==> src/rtl/vfd_pkg.sv <==
// Shared definitions for the VFD compositor.
// Holds the FSM state encoding, the unlit-pixel dimming modes, the bus
// widths used by the interface, and the RGB332 dimming function.
package vfd_pkg;

    localparam int SDRAM_AW = 25;   // SDRAM word address width
    localparam int VRAM_AW  = 19;   // VRAM pixel index width
    localparam int PIX_W    = 8;    // RGB332 pixel width

    typedef enum logic [2:0] {
        ST_IDLE   = 3'd0,
        ST_MREQ   = 3'd1,
        ST_MLATCH = 3'd2,
        ST_BREQ   = 3'd3,
        ST_WRITE  = 3'd4
    } state_t;

    typedef enum logic [1:0] {
        DIM_BLACK = 2'd0,
        DIM_MSB   = 2'd1,
        DIM_HALF  = 2'd2,
        DIM_PASS  = 2'd3
    } dim_mode_t;

    // Treatment of a background pixel that is not covered by a lit segment.
    // RGB332 layout: d[7:5] red, d[4:2] green, d[1:0] blue.
    function automatic logic [PIX_W-1:0] dim_pixel(input logic [PIX_W-1:0] d,
                                                   input dim_mode_t      mode);
        logic [PIX_W-1:0] r;
        r = '0;
        case (mode)
            DIM_BLACK: r = 8'h00;
            DIM_MSB:   r = {2'b00, d[7], 2'b00, d[4], 1'b0, d[1]};
            DIM_HALF:  r = {1'b0, d[7:6], 1'b0, d[4:3], 1'b0, d[1]};
            DIM_PASS:  r = d;
            default:   r = 8'h00;
        endcase
        return r;
    endfunction

endpackage

==> src/rtl/vfd_if.sv <==
// Memory-side bus of the compositor: SDRAM read port and VRAM write port.
//   sdram_addr  25  read word address
//   sdram_rd     1  read strobe
//   sdram_data   8  read data
//   vfd_addr    19  VRAM pixel index
//   vfd_dout     8  RGB332 pixel
//   vfd_vram_we  1  VRAM write strobe
// Strobe semantics: the compositor qualifies its own strobes with rdy, so a
// read or write happens exactly in a cycle where the strobe is high; read
// data is expected on the next rdy=1 cycle after the read strobe and is held
// by the memory side until the following read.
interface vfd_if;
    logic [vfd_pkg::SDRAM_AW-1:0] sdram_addr;
    logic                         sdram_rd;
    logic [vfd_pkg::PIX_W-1:0]    sdram_data;
    logic [vfd_pkg::VRAM_AW-1:0]  vfd_addr;
    logic [vfd_pkg::PIX_W-1:0]    vfd_dout;
    logic                         vfd_vram_we;

    modport master (
        output sdram_addr, sdram_rd,
        input  sdram_data,
        output vfd_addr, vfd_dout, vfd_vram_we
    );

    modport slave (
        input  sdram_addr, sdram_rd,
        output sdram_data,
        input  vfd_addr, vfd_dout, vfd_vram_we
    );
endinterface

==> src/rtl/vfd_seg_cache.sv <==
// Per-grid segment latch with persistence decay.
//   clk, rst_n  clock, async active-low reset
//   grid_sel    grid strobes (only an exactly one-hot value writes)
//   seg         segment levels for the strobed grid
//   cache       latched segments, cache[g][s]
// Each grid's counter is reloaded on its strobe and counts down every cycle
// otherwise; the entry clears on the cycle the counter reaches zero.
// PERSIST=0 leaves the counters at zero, so entries never decay.
module vfd_seg_cache #(
    parameter int NUM_GRIDS = 10,
    parameter int NUM_SEGS  = 15,
    parameter int PERSIST   = 4096
) (
    input  logic                                clk,
    input  logic                                rst_n,
    input  logic [NUM_GRIDS-1:0]                grid_sel,
    input  logic [NUM_SEGS-1:0]                 seg,
    output logic [NUM_GRIDS-1:0][NUM_SEGS-1:0]  cache
);

    localparam int CNT_W = (PERSIST > 0) ? $clog2(PERSIST + 1) : 1;
    localparam logic [CNT_W-1:0] RELOAD = CNT_W'(PERSIST);

    logic [NUM_GRIDS-1:0][CNT_W-1:0] cnt;
    logic                            one_hot;

    assign one_hot = $onehot(grid_sel);

    always_ff @(posedge clk or negedge rst_n) begin
        if (!rst_n) begin
            cache <= '0;
            cnt   <= '0;
        end else begin
            for (int g = 0; g < NUM_GRIDS; g++) begin
                if (one_hot && grid_sel[g]) begin
                    cache[g] <= seg;
                    cnt[g]   <= RELOAD;
                end else if (cnt[g] != '0) begin
                    cnt[g] <= cnt[g] - CNT_W'(1);
                    if (cnt[g] == CNT_W'(1)) begin
                        cache[g] <= '0;
                    end
                end
            end
        end
    end

endmodule

==> src/rtl/vfd_compositor.sv <==
// Composites a VFD segment image over a background picture.
// For every pixel p it reads a mask byte (grid/segment coordinate) and a
// background byte from SDRAM, then writes the background to VRAM either as
// is (segment lit) or dimmed (segment unlit).
//   clk, rst_n  clock, async active-low reset
//   rdy         global advance enable for FSM and memory strobes
//   enable      frame start, sampled in IDLE
//   dim_mode    unlit-pixel treatment, sampled in WRITE
//   grid_sel    grid strobes; seg  segment levels
//   bus         SDRAM read / VRAM write port (vfd_if.master)
//   frame_done  one-cycle pulse after the last pixel write
//   state_dbg   current FSM state
module vfd_compositor
    import vfd_pkg::*;
#(
    parameter int NUM_GRIDS = 10,
    parameter int NUM_SEGS  = 15,
    parameter int H_RES     = 640,
    parameter int V_RES     = 480,
    parameter int BG_BASE   = 0,
    parameter int MASK_BASE = 640 * 480,
    parameter int PERSIST   = 4096
) (
    input  logic                 clk,
    input  logic                 rst_n,
    input  logic                 rdy,
    input  logic                 enable,
    input  logic [1:0]           dim_mode,
    input  logic [NUM_GRIDS-1:0] grid_sel,
    input  logic [NUM_SEGS-1:0]  seg,
    vfd_if.master                bus,
    output logic                 frame_done,
    output state_t               state_dbg
);

    localparam int NPIX = H_RES * V_RES;
    localparam int P_W  = (NPIX > 1) ? $clog2(NPIX) : 1;
    localparam logic [P_W-1:0]      P_LAST = P_W'(NPIX - 1);
    localparam logic [SDRAM_AW-1:0] MASK_A = SDRAM_AW'(MASK_BASE);
    localparam logic [SDRAM_AW-1:0] BG_A   = SDRAM_AW'(BG_BASE);

    state_t                              state;
    logic [P_W-1:0]                      p;
    logic                                seg_en;
    logic                                rd_q;
    logic                                we_q;
    logic [SDRAM_AW-1:0]                 sdram_addr_q;
    logic [VRAM_AW-1:0]                  vfd_addr_q;
    logic [PIX_W-1:0]                    dout_q;
    logic [NUM_GRIDS-1:0][NUM_SEGS-1:0]  cache;
    logic [3:0]                          col;
    logic [3:0]                          row;
    logic [PIX_W-1:0]                    pix;

    vfd_seg_cache #(
        .NUM_GRIDS (NUM_GRIDS),
        .NUM_SEGS  (NUM_SEGS),
        .PERSIST   (PERSIST)
    ) u_cache (
        .clk      (clk),
        .rst_n    (rst_n),
        .grid_sel (grid_sel),
        .seg      (seg),
        .cache    (cache)
    );

    assign col = bus.sdram_data[7:4];
    assign row = bus.sdram_data[3:0];
    assign pix = seg_en ? bus.sdram_data
                        : dim_pixel(bus.sdram_data, dim_mode_t'(dim_mode));

    // Strobes are registered with the state but only asserted in rdy cycles,
    // so a stalled cycle never repeats a read or a write.
    assign bus.sdram_rd    = rd_q & rdy;
    assign bus.vfd_vram_we = we_q & rdy;
    assign bus.sdram_addr  = sdram_addr_q;
    assign bus.vfd_addr    = vfd_addr_q;
    // Background data only arrives in the WRITE cycle, so the pixel is passed
    // through combinationally there and held afterwards.
    assign bus.vfd_dout    = (state == ST_WRITE) ? pix : dout_q;
    assign state_dbg       = state;

    always_ff @(posedge clk or negedge rst_n) begin
        if (!rst_n) begin
            state        <= ST_IDLE;
            p            <= '0;
            seg_en       <= 1'b0;
            rd_q         <= 1'b0;
            we_q         <= 1'b0;
            sdram_addr_q <= '0;
            vfd_addr_q   <= '0;
            dout_q       <= '0;
            frame_done   <= 1'b0;
        end else begin
            frame_done <= 1'b0;
            if (rdy) begin
                case (state)
                    ST_IDLE: begin
                        p <= '0;
                        if (enable) begin
                            state        <= ST_MREQ;
                            rd_q         <= 1'b1;
                            sdram_addr_q <= MASK_A;
                        end
                    end
                    ST_MREQ: begin
                        state <= ST_MLATCH;
                        rd_q  <= 1'b0;
                    end
                    ST_MLATCH: begin
                        // Reads the registered cache, i.e. the value before
                        // any strobe landing on this same edge.
                        if (int'(col) < NUM_GRIDS && int'(row) < NUM_SEGS) begin
                            seg_en <= cache[col][row];
                        end else begin
                            seg_en <= 1'b0;
                        end
                        state        <= ST_BREQ;
                        rd_q         <= 1'b1;
                        sdram_addr_q <= BG_A + SDRAM_AW'(p);
                    end
                    ST_BREQ: begin
                        state      <= ST_WRITE;
                        rd_q       <= 1'b0;
                        we_q       <= 1'b1;
                        vfd_addr_q <= VRAM_AW'(p);
                    end
                    ST_WRITE: begin
                        we_q   <= 1'b0;
                        dout_q <= pix;
                        if (p == P_LAST) begin
                            p          <= '0;
                            frame_done <= 1'b1;
                            state      <= ST_IDLE;
                        end else begin
                            p            <= p + P_W'(1);
                            state        <= ST_MREQ;
                            rd_q         <= 1'b1;
                            sdram_addr_q <= MASK_A + SDRAM_AW'(p + P_W'(1));
                        end
                    end
                    default: begin
                        state <= ST_IDLE;
                        rd_q  <= 1'b0;
                        we_q  <= 1'b0;
                    end
                endcase
            end
        end
    end

endmodule

==> src/flat_wrapper.sv <==
// flat-port wrapper written by rule: the top's interface ports become plain ports
module vfd_compositor_flat import vfd_pkg::*;
#(
    parameter int NUM_GRIDS = 10,
    parameter int NUM_SEGS  = 15,
    parameter int H_RES     = 640,
    parameter int V_RES     = 480,
    parameter int BG_BASE   = 0,
    parameter int MASK_BASE = 640 * 480,
    parameter int PERSIST   = 4096
)
  (clk, rst_n, rdy, enable, dim_mode, grid_sel, seg, frame_done, state_dbg, bus_sdram_addr, bus_sdram_rd, bus_sdram_data, bus_vfd_addr, bus_vfd_dout, bus_vfd_vram_we);
  vfd_if bus_i ();
  input  logic clk;
  input  logic rst_n;
  input  logic rdy;
  input  logic enable;
  input  logic [1:0] dim_mode;
  input  logic [NUM_GRIDS-1:0] grid_sel;
  input  logic [NUM_SEGS-1:0] seg;
  output logic frame_done;
  output state_t state_dbg;
  output wire logic [$bits(bus_i.sdram_addr)-1:0] bus_sdram_addr;
  output wire logic [$bits(bus_i.sdram_rd)-1:0] bus_sdram_rd;
  input wire logic [$bits(bus_i.sdram_data)-1:0] bus_sdram_data;
  output wire logic [$bits(bus_i.vfd_addr)-1:0] bus_vfd_addr;
  output wire logic [$bits(bus_i.vfd_dout)-1:0] bus_vfd_dout;
  output wire logic [$bits(bus_i.vfd_vram_we)-1:0] bus_vfd_vram_we;
  assign bus_sdram_addr = bus_i.sdram_addr;
  assign bus_sdram_rd = bus_i.sdram_rd;
  assign bus_i.sdram_data = bus_sdram_data;
  assign bus_vfd_addr = bus_i.vfd_addr;
  assign bus_vfd_dout = bus_i.vfd_dout;
  assign bus_vfd_vram_we = bus_i.vfd_vram_we;
  vfd_compositor #(.NUM_GRIDS(NUM_GRIDS), .NUM_SEGS(NUM_SEGS), .H_RES(H_RES), .V_RES(V_RES), .BG_BASE(BG_BASE), .MASK_BASE(MASK_BASE), .PERSIST(PERSIST)) u_core (.clk(clk), .rst_n(rst_n), .rdy(rdy), .enable(enable), .dim_mode(dim_mode), .grid_sel(grid_sel), .seg(seg), .bus(bus_i), .frame_done(frame_done), .state_dbg(state_dbg));
endmodule
==> config.mk <==
export PLATFORM = sky130hd
export DESIGN_NAME = vfd_compositor_flat
export DESIGN_NICKNAME = d
export VERILOG_FILES = /design/src/rtl/vfd_pkg.sv /design/src/rtl/vfd_if.sv /design/src/rtl/vfd_seg_cache.sv /design/src/rtl/vfd_compositor.sv /design/src/flat_wrapper.sv
export SDC_FILE = /design/constraint.sdc
export NUM_CORES = 1
export LEC_CHECK = 0
export ABC_CLOCK_PERIOD_IN_PS = 8050
export CAP_MARGIN = 20
export CORE_MARGIN = 2
export CORE_UTILIZATION = 50
export DETAILED_ROUTE_END_ITERATION = 10
export GPL_ROUTABILITY_DRIVEN = 0
export PLACE_DENSITY = 0.79
export SLEW_MARGIN = 10
export SYNTH_ARGS = -nofsm -noshare
export SYNTH_HDL_FRONTEND = slang
export SYNTH_SLANG_ARGS = --single-unit
==> constraint.sdc <==
create_clock -name clk -period 8.05 [get_ports clk]
set_input_delay 1.2075 -clock clk [delete_from_list [all_inputs] [get_ports clk]]
set_output_delay 1.2075 -clock clk [all_outputs]
set_load 0.03 [all_outputs]
==> flow_summary.toml, run 1 <==
[setup_path]
path_common_cell = "fa_1"
end_kind = "flip-flop"
cpPeakStageDelay_ps = 650
crit_fanout = 29
crit_chain = "clkdlybuf4s50_1, ha_1, inv_1, fa_1, fa_1, fa_1, inv_1, fa_1, inv_1, fa_1, a211oi_1, mux2i_1, nor3_1, and2_1, buf_4, a41oi_1, buf_4, a22o_1"
critPathLaunchType = "primary input"
r2r_slack_ps = 4690
timing.rr.start = "u_core.p[0]"
crit_type = "in2reg"
worstPathRequired_ps = 8500
cp_slowest_cell = "mux2i_1"
r2r_end = "u_core.bus.sdram_addr[4]"
r2r_cells = 7
worstPathArrival_ps = 6550

[global_routing]
overflow = 0
grt_pass1_vias = 13400
antenna_found_initial = 0
grt_use_total_pct = 24.6
grt_pass1_wl_um = 71800
grt_max_degree = 142

[hold_path]
hp-class = "reg2reg"
holdPathStages = 1
hold_path_end = "u_core.u_cache.cnt[90]"
hold_start = "u_core.u_cache.cnt[90]"

[floorplanning]
fp-row-count = 68
fp.dieArea_mm2 = 0.0363
start_util_pct = 50.6
pin_count = 97
fp.dieW_um = 191
die_y_um = 191
coreArea_mm2 = 0.0345

[yosys]
synth-edff-count = 0
synth_top_cell_area_share_pct = 50.9
synth_area_leaders = "dfrtp_1, a22o_1, mux2_2"
avgSynthCellArea_um2 = 10.7
synth.distinct_cells = 76
yosysTopAreaCell = "dfrtp_1"
synth_warnings = 0
async_flop_share_pct = 100
synth_seq_cells = 354
seq_area_frac_synth_pct = 50.9
synthCells = 1627
synth_area_mm2 = 0.0174
synth_ff_type = "dfrtp_1"

[clock_tree]
cts_root_buf = "clkbuf_16"
clk_path_buf_depth = 3
clk_latency_ps = 530
postCtsHoldBufs = 0
cts.sinks = 354
numCtsBuffers = 38
clkTransAtPathRegs_ps = 60
cts_resized = 0
cts_setup_buffers = 0
htreeDepth = 2
cts_tree = "done"

[detailed_routing]
routed-wl-met3_um = 3670
top_layer = "met4"
wl_um = 44100
vias = 13600
drtAntennaViolNets = 0
vias_per_cell = 6.28
wl_per_cell_um = 20.4
drt_iter0_drc = 1335
drc = 0
met1_length_um = 18900
drtPass1Iterations = 6
dr_wl_met2_um = 20200

[timing]
finalHoldViolations = 0
finalClockSkew_ps = 13.0
rsz0062_at_grt = "false"
worstMarginPinSlew_ps = 1080
finalSetupViolCount = 0
hold_slack_ps = 470
setup_tns_ps = 0
relSlewSlack_pct = 28.1
fmax_mhz = 164
drv_slew = 0
timing.final.crit_period_ps = 6100
finalCritPeriodShare_pct = 75.7

[cells_and_area]
insertedDiodeCount = 0
regArea_mm2 = 0.00886
fin_util_pct = 58.1
drive_gt1_share_pct = 11.1
multiInputGateArea_mm2 = 0.00798
synthToLayoutAreaGrowth_pct = 15.0
nets = 1750
fillers = 2784

[power_and_ir_drop]
irDropWorstVdd_v = 0.000215
power.leakage_nw = 8.79
cellPowerDensity_mw_per_mm2 = 364

[outcome]
outcome = "finished clean"

[placement]
hpwl_um = 28700
place.port_buffers = 92

[run]
cap_violations = 0
[where the power goes]
group	switching, mW	internal [mW]	total (mW)
logic	1.31	1.14	2.45
clock network	0.719	1.06	1.78
registers	0.586	2.48	3.06
[per-stage QoR]
| step | area [um^2] | instances | setup WS, ps | power (mW) |
|---|---|---|---|---|
| finish | 20000 | 2162 | 1950 | 7.29 |
| detailed placement | 18700 | 2090 | 1480 | 5.46 |
| global route | 20000 | 2162 | 1610 | 7.73 |
| global placement | 18700 | 2089 | 1440 | 5.32 |
| CTS | 20000 | 2159 | 1990 | 7.29 |
| floorplan | 17400 | 1630 | 2940 | 4.72 |
[synth_stat cells, drive strengths merged, types with 13 or more instances]
cell type	instances
a21o	13
a21oi	55
a22o	159
buf	37
clkbuf	75
dfrtp	354
ha	27
inv	46
mux2	59
mux2i	21
mux4	16
nand2	71
nand2b	18
nand3	29
nor2	168
nor2b	13
nor3	53
nor4	36
o21ai	72
o22ai	13
o31ai	20
or3	24
or4	21
xnor2	59
xor2	30
[cell families (layout without fill, tap and decap cells)]
| group | Yosys count | in the layout | share of synthesized area [%] |
|---|---|---|---|
| AOI/OAI and AO/OA | 410 | 410 | 17.3 |
| xor gates and xnor gates | 89 | 89 | 4.47 |
| adders and majority gates | 33 | 33 | 2.63 |
| buffers and inverters | 158 | 235 | 3.63 |
| DFF | 354 | 354 | 50.9 |
| muxes | 96 | 96 | 7.09 |
| other | 1 | 4 | 0.0215 |
| and+or+nand+nor | 486 | 486 | 14.0 |
[metal layers]
metal / GRT usage [%] / up-vias
li1: - / 6054
met1: 34.5 / 6771
met2: 38.7 / 643
met3: 4.55 / 105
met4: 8.20 / 0
met5: 0 / -
[cell type report]
type	count	share of cell area (%)
flip-flops and latches	354	44.2
multi-input cells	1118	39.8
repair buffers	120	5.88
clock buffers	54	5.71
well taps	455	2.84
inverters	46	0.862
clock inverters	15	0.668
[worst max-delay path, delay by kind of cell]
family / cells / cell delay (ps)
buffers and inverters: 6 / 1190
AND/OR/NAND/NOR: 2 / 400
multiplexers: 1 / 650
AO/OA/AOI/OAI: 3 / 810
adder cells (fa/ha/maj): 6 / 2280
[state kept, by name (all words and copies together) (netlist names)]
signal	count
u_core.bus.sdram_addr	21
u_core.bus.vfd_addr	19
u_core.dout_q	8
u_core.frame_done	1
u_core.p	19
u_core.rd_q	1
u_core.seg_en	1
u_core.state_dbg	3
u_core.u_cache.cache	150
u_core.u_cache.cnt	130
u_core.we_q	1
[placed cells by master, fill, tap and decap left out, drive strengths merged, types with 53 or more instances in the layout]
master	n
a21oi	55
a22o	159
clkbuf	54
clkdlybuf4s50	90
dfrtp	354
mux2	59
nand2	71
nor2	168
nor3	53
o21ai	72
xnor2	59
[how the worst max path moves through the flow]
| stage | from | endpoint | depth (start not counted) |
|---|---|---|---|
| floorplan | grid_sel[0] | u_core.u_cache.cache[10] | 16 |
| global placement | grid_sel[0] | u_core.u_cache.cache[56] | 17 |
| detailed placement | grid_sel[0] | u_core.u_cache.cache[52] | 18 |
| CTS | grid_sel[0] | u_core.u_cache.cache[52] | 18 |
| global route | grid_sel[0] | u_core.u_cache.cache[52] | 18 |
| finish | grid_sel[0] | u_core.u_cache.cache[52] | 18 |
Power figures use the tool's default switching activity.
==> run 2: changes to the inputs <==
--- a/config.mk
+++ b/config.mk
@@ -5,13 +5,13 @@
 export SDC_FILE = /design/constraint.sdc
 export NUM_CORES = 1
 export LEC_CHECK = 0
-export ABC_CLOCK_PERIOD_IN_PS = 8050
+export ABC_CLOCK_PERIOD_IN_PS = 5600
 export CAP_MARGIN = 20
 export CORE_MARGIN = 2
 export CORE_UTILIZATION = 50
 export DETAILED_ROUTE_END_ITERATION = 10
 export GPL_ROUTABILITY_DRIVEN = 0
-export PLACE_DENSITY = 0.79
+export PLACE_DENSITY = 0.81
 export SLEW_MARGIN = 10
 export SYNTH_ARGS = -nofsm -noshare
 export SYNTH_HDL_FRONTEND = slang
==> constraint.sdc (replaced) <==
create_clock -name clk -period 5.6 [get_ports clk]
set_input_delay 0.84 -clock clk [delete_from_list [all_inputs] [get_ports clk]]
set_output_delay 0.84 -clock clk [all_outputs]
set_load 0.03 [all_outputs]
==> flow_summary.toml, run 2 (synthesis results as in run 1) <==
[global_routing]
grt_max_degree = 110
grt_use_total_pct = 24.1
grt_pass1_vias = 13300
overflow = 0
antenna_found_initial = 0
grt_pass1_wl_um = 70400

[placement]
place.port_buffers = 92
hpwl_um = 28600
placed_area_mm2 = 0.0188

[cells_and_area]
fin_util_pct = 58.6
postLayoutCellArea_mm2 = 0.0202
layout_common_cells = "dfrtp_1, nor2_1, a22o_1"
mostFrequentLayoutCell = "dfrtp_1"
nets = 1765
synthToLayoutAreaGrowth_pct = 15.9
drive_gt1_share_pct = 11.6
largest_reg_flops = 150
insertedDiodeCount = 0
largest-register = "u_core.u_cache.cache"
fillers = 2746

[detailed_routing]
drtPass1Iterations = 8
drc = 0
wl_per_cell_um = 19.9
vias_per_cell = 6.26
drt_iter0_drc = 1100
drtAntennaViolNets = 0
vias = 13600
wl_um = 43100

[setup_path]
cp_slowest_cell = "mux2i_1"
critPathLaunchType = "primary input"
crit_type = "in2reg"
crit_path_start = "grid_sel[0]"
worstPathRequired_ps = 6060
r2r_end = "u_core.bus.sdram_addr[2]"
crit_chain = "clkdlybuf4s50_1, ha_1, inv_1, fa_1, fa_1, fa_1, inv_1, fa_1, inv_1, fa_1, a211oi_1, mux2i_1, nor3_1, and2_1, a31oi_1, buf_4, a22o_1"
end_kind = "flip-flop"
crit_fanout = 15
r2r_cells = 7
path_common_cell = "fa_1"
endpoint = "u_core.u_cache.cache[78]"
worstPathArrival_ps = 5490
r2r_slack_ps = 2280
cpPeakStageDelay_ps = 610
timing.rr.start = "u_core.p[0]"

[power_and_ir_drop]
p_switching_mw = 3.71
cellPowerDensity_mw_per_mm2 = 527
power_switching_share_pct = 34.9
seqPwrFrac_pct = 41.2
comb_power_share_pct = 32.9
p_int_mw = 6.93
power.leakage_nw = 8.87
pwr-share-clk_pct = 25.9
irDropWorstVdd_v = 0.000350

[clock_tree]
clkTransAtPathRegs_ps = 60
htreeDepth = 2
cts_root_buf = "clkbuf_16"
postCtsHoldBufs = 0
cts_resized = 0
cts_setup_buffers = 0
clk_path_buf_depth = 3
numCtsBuffers = 39
clk_latency_ps = 540
cts_tree = "done"
cts.sinks = 354

[timing]
finalSetupViolCount = 0
setup_tns_ps = 0
rsz0062_at_grt = "false"
hold_slack_ps = 377
worstMarginPinSlew_ps = 1010
fmax_mhz = 199
finalClockSkew_ps = 23.9
finalCritPeriodShare_pct = 89.8
drv_slew = 0
finalHoldViolations = 0
relSlewSlack_pct = 32.9
timing.final.crit_period_ps = 5030

[floorplanning]
pin_count = 97
fp.dieArea_mm2 = 0.0363
coreArea_mm2 = 0.0345
start_util_pct = 50.6
die_y_um = 191
fp-row-count = 68
fp.dieW_um = 191

[run]
cap_violations = 0

[hold_path]
hp-class = "in2async"

[outcome]
outcome = "finished clean"
run 2: critical path, delay by kind of cell:
family                     cells  cell delay, ps
AOI/OAI and AO/OA              3             400
and+or+nand+nor                2             460
muxes                          1             610
buffers and inverters          5             890
adders and majority gates      6            2280
run 2: worst min-delay path by stage:
stage,start,endpoint
finish,rst_n,u_core.u_cache.cnt[101]
global route,rst_n,u_core.u_cache.cnt[101]
CTS,rst_n,u_core.u_cache.cnt[12]
detailed placement,u_core.u_cache.cnt[129],u_core.u_cache.cnt[129]
global placement,u_core.u_cache.cnt[90],u_core.u_cache.cnt[90]
floorplan,u_core.u_cache.cnt[90],u_core.u_cache.cnt[90]
run 2: layout make-up:
| class | count | area, um^2 | area share [%] |
|---|---|---|---|
| clock buffer | 47 | 1040 | 5.13 |
| clock inverter | 18 | 332 | 1.64 |
| inverter | 46 | 173 | 0.855 |
| multi-input combinational | 1118 | 7980 | 39.5 |
| sequential | 354 | 8860 | 43.9 |
| tap | 455 | 569 | 2.82 |
| timing repair buffer | 134 | 1250 | 6.17 |
run 2: stage by stage:
step	setup slack, ps	power [mW]	cells
after floorplan	854	6.78	1630
after global placement	210	7.62	2106
after detailed placement	52.5	7.84	2106
after CTS	598	10.7	2171
after global routing	309	11.3	2172
final	573	10.6	2172
run 2: power by group through the flow:
| stage | Sequential [mW] | Combinational, mW | Clock (mW) |
|---|---|---|---|
| final | 4.39 | 3.50 | 2.76 |
| after detailed placement | 4.36 | 3.48 | 0 |
| after CTS | 4.35 | 3.50 | 2.81 |
| after floorplan | 4.19 | 2.59 | 0 |
| after global placement | 4.31 | 3.31 | 0 |
| after global routing | 4.50 | 3.86 | 2.91 |
run 2: metal layers:
layer	track usage (%)	vias up	part of all wire, %
met1	32.8	6803	42
met4	9.36	0	3.2
met2	38.3	574	47
met3	4.42	116	7.6
li1	-	6095	-
met5	0	-	0
==> run 3: changes to the inputs <==
--- a/config.mk
+++ b/config.mk
@@ -6,9 +6,9 @@
 export NUM_CORES = 1
 export LEC_CHECK = 0
 export ABC_CLOCK_PERIOD_IN_PS = 5600
-export CAP_MARGIN = 20
 export CORE_MARGIN = 2
 export CORE_UTILIZATION = 50
+export CTS_BUF_LIST = sky130_fd_sc_hd__clkbuf_16
 export DETAILED_ROUTE_END_ITERATION = 10
 export GPL_ROUTABILITY_DRIVEN = 0
 export PLACE_DENSITY = 0.81
==> flow_summary.toml, run 3 (synthesis results as in run 1) <==
[cells_and_area]
synthToLayoutAreaGrowth_pct = 15.7
mostFrequentLayoutCell = "dfrtp_1"
drive_gt1_share_pct = 11.4
insertedDiodeCount = 0
fin_util_pct = 58.5
nets = 1764
largest-register = "u_core.u_cache.cache"
largest_reg_flops = 150
layout_common_cells = "dfrtp_1, nor2_1, a22o_1"

[setup_path]
end_kind = "flip-flop"
crit_type = "in2reg"
critPathLaunchType = "primary input"
crit_fanout = 15
worstPathArrival_ps = 5500
worstPathRequired_ps = 6060

[timing]
finalSetupViolCount = 0
finalClockSkew_ps = 27.3
hold_slack_ps = 378
rsz0062_at_grt = "false"
finalHoldViolations = 0
timing.final.crit_period_ps = 5030
finalCritPeriodShare_pct = 89.9
relSlewSlack_pct = 25.8
fmax_mhz = 199
worstMarginPinSlew_ps = 1110
drv_slew = 0
setup_tns_ps = 0

[floorplanning]
pin_count = 97
coreArea_mm2 = 0.0345
fp.dieW_um = 191
fp-row-count = 68
fp.dieArea_mm2 = 0.0363
start_util_pct = 50.6
die_y_um = 191

[detailed_routing]
vias = 13500
drtPass1Iterations = 6
vias_per_cell = 6.22
wl_um = 43100
wl_per_cell_um = 19.8
drtAntennaViolNets = 0
drt_iter0_drc = 1113
drc = 0

[clock_tree]
postCtsHoldBufs = 0
clk_path_buf_depth = 3
clk_latency_ps = 550
cts_root_buf = "clkbuf_16"
htreeDepth = 2
cts_resized = 0
clkTransAtPathRegs_ps = 60
cts_tree = "done"
numCtsBuffers = 39
cts.sinks = 354
cts_setup_buffers = 0

[global_routing]
use_met3_pct = 4.67
use_met1_pct = 32.6
overflow = 0
antenna_found_initial = 0
grt_max_degree = 110
busiest_layer = "met2"
grt_pass1_wl_um = 70200
grt_util_met2_pct = 38.5
grt_use_total_pct = 24.0
grt_pass1_vias = 13300

[power_and_ir_drop]
irDropWorstVdd_v = 0.000350
cellPowerDensity_mw_per_mm2 = 525
power.leakage_nw = 8.87
fin_total_pwr_mw = 10.6

[outcome]
outcome = "finished clean"

[run]
cap_violations = 0

[placement]
place.port_buffers = 92
hpwl_um = 28600

[hold_path]
hp-class = "in2async"
==> run 3: layout make-up <==
| cell class | instances | area (um^2) |
|---|---|---|
| clock buffers | 39 | 976 |
| fillers | 2757 | 14300 |
| repair buffers | 133 | 1230 |
| multi-input cells | 1118 | 7980 |
| well taps | 455 | 569 |
| inverters | 46 | 173 |
| clock inverters | 26 | 362 |
| flip-flops and latches | 354 | 8860 |
==> run 3: final timing paths <==
path                                         start                  endpoint  slack [ps]  cells after the start
max                                    grid_sel[0]  u_core.u_cache.cache[78]         570                     17
max in group asynchronous                    rst_n    u_core.u_cache.cnt[81]        3870                      2
max reg2reg                            u_core.p[0]  u_core.bus.sdram_addr[2]        2260                      7
min                                          rst_n   u_core.u_cache.cnt[101]         380                      1
min in group clk           u_core.u_cache.cnt[129]   u_core.u_cache.cnt[129]         470                      1
min reg2reg                u_core.u_cache.cnt[129]   u_core.u_cache.cnt[129]         470                      1
==> run 3: critical path, stage by stage <==
cell	delay [ps]
clkdlybuf4s50_1	440
ha_1	300
inv_1	40
fa_1	490
fa_1	430
fa_1	490
inv_1	50
fa_1	380
inv_1	80
fa_1	190
a211oi_1	50
mux2i_1	620
nor3_1	210
and2_1	250
a31oi_1	170
buf_4	280
a22o_1	180
==> run 3: power by group <==
part	switching (mW)	leakage (nW)	internal [mW]	total, mW
clock network	1.03	0.668	1.68	2.71
registers	0.823	4.51	3.56	4.38
logic	1.85	3.69	1.64	3.49
==> run 3: metrics by stage <==
stage,instances,area [um^2],setup slack (ps)
final,2171,20100,566
after global routing,2171,20100,308
after CTS,2171,20100,597
after detailed placement,2106,18800,52.5
after global placement,2106,18800,210
after floorplan,1630,17400,854
==> run 3: routing by layer <==
metal | share of wire [%] | vias up
met5 | 0 | -
met4 | 3.0 | 0
met3 | 7.5 | 112
met2 | 47 | 557
met1 | 42 | 6746
li1 | - | 6088
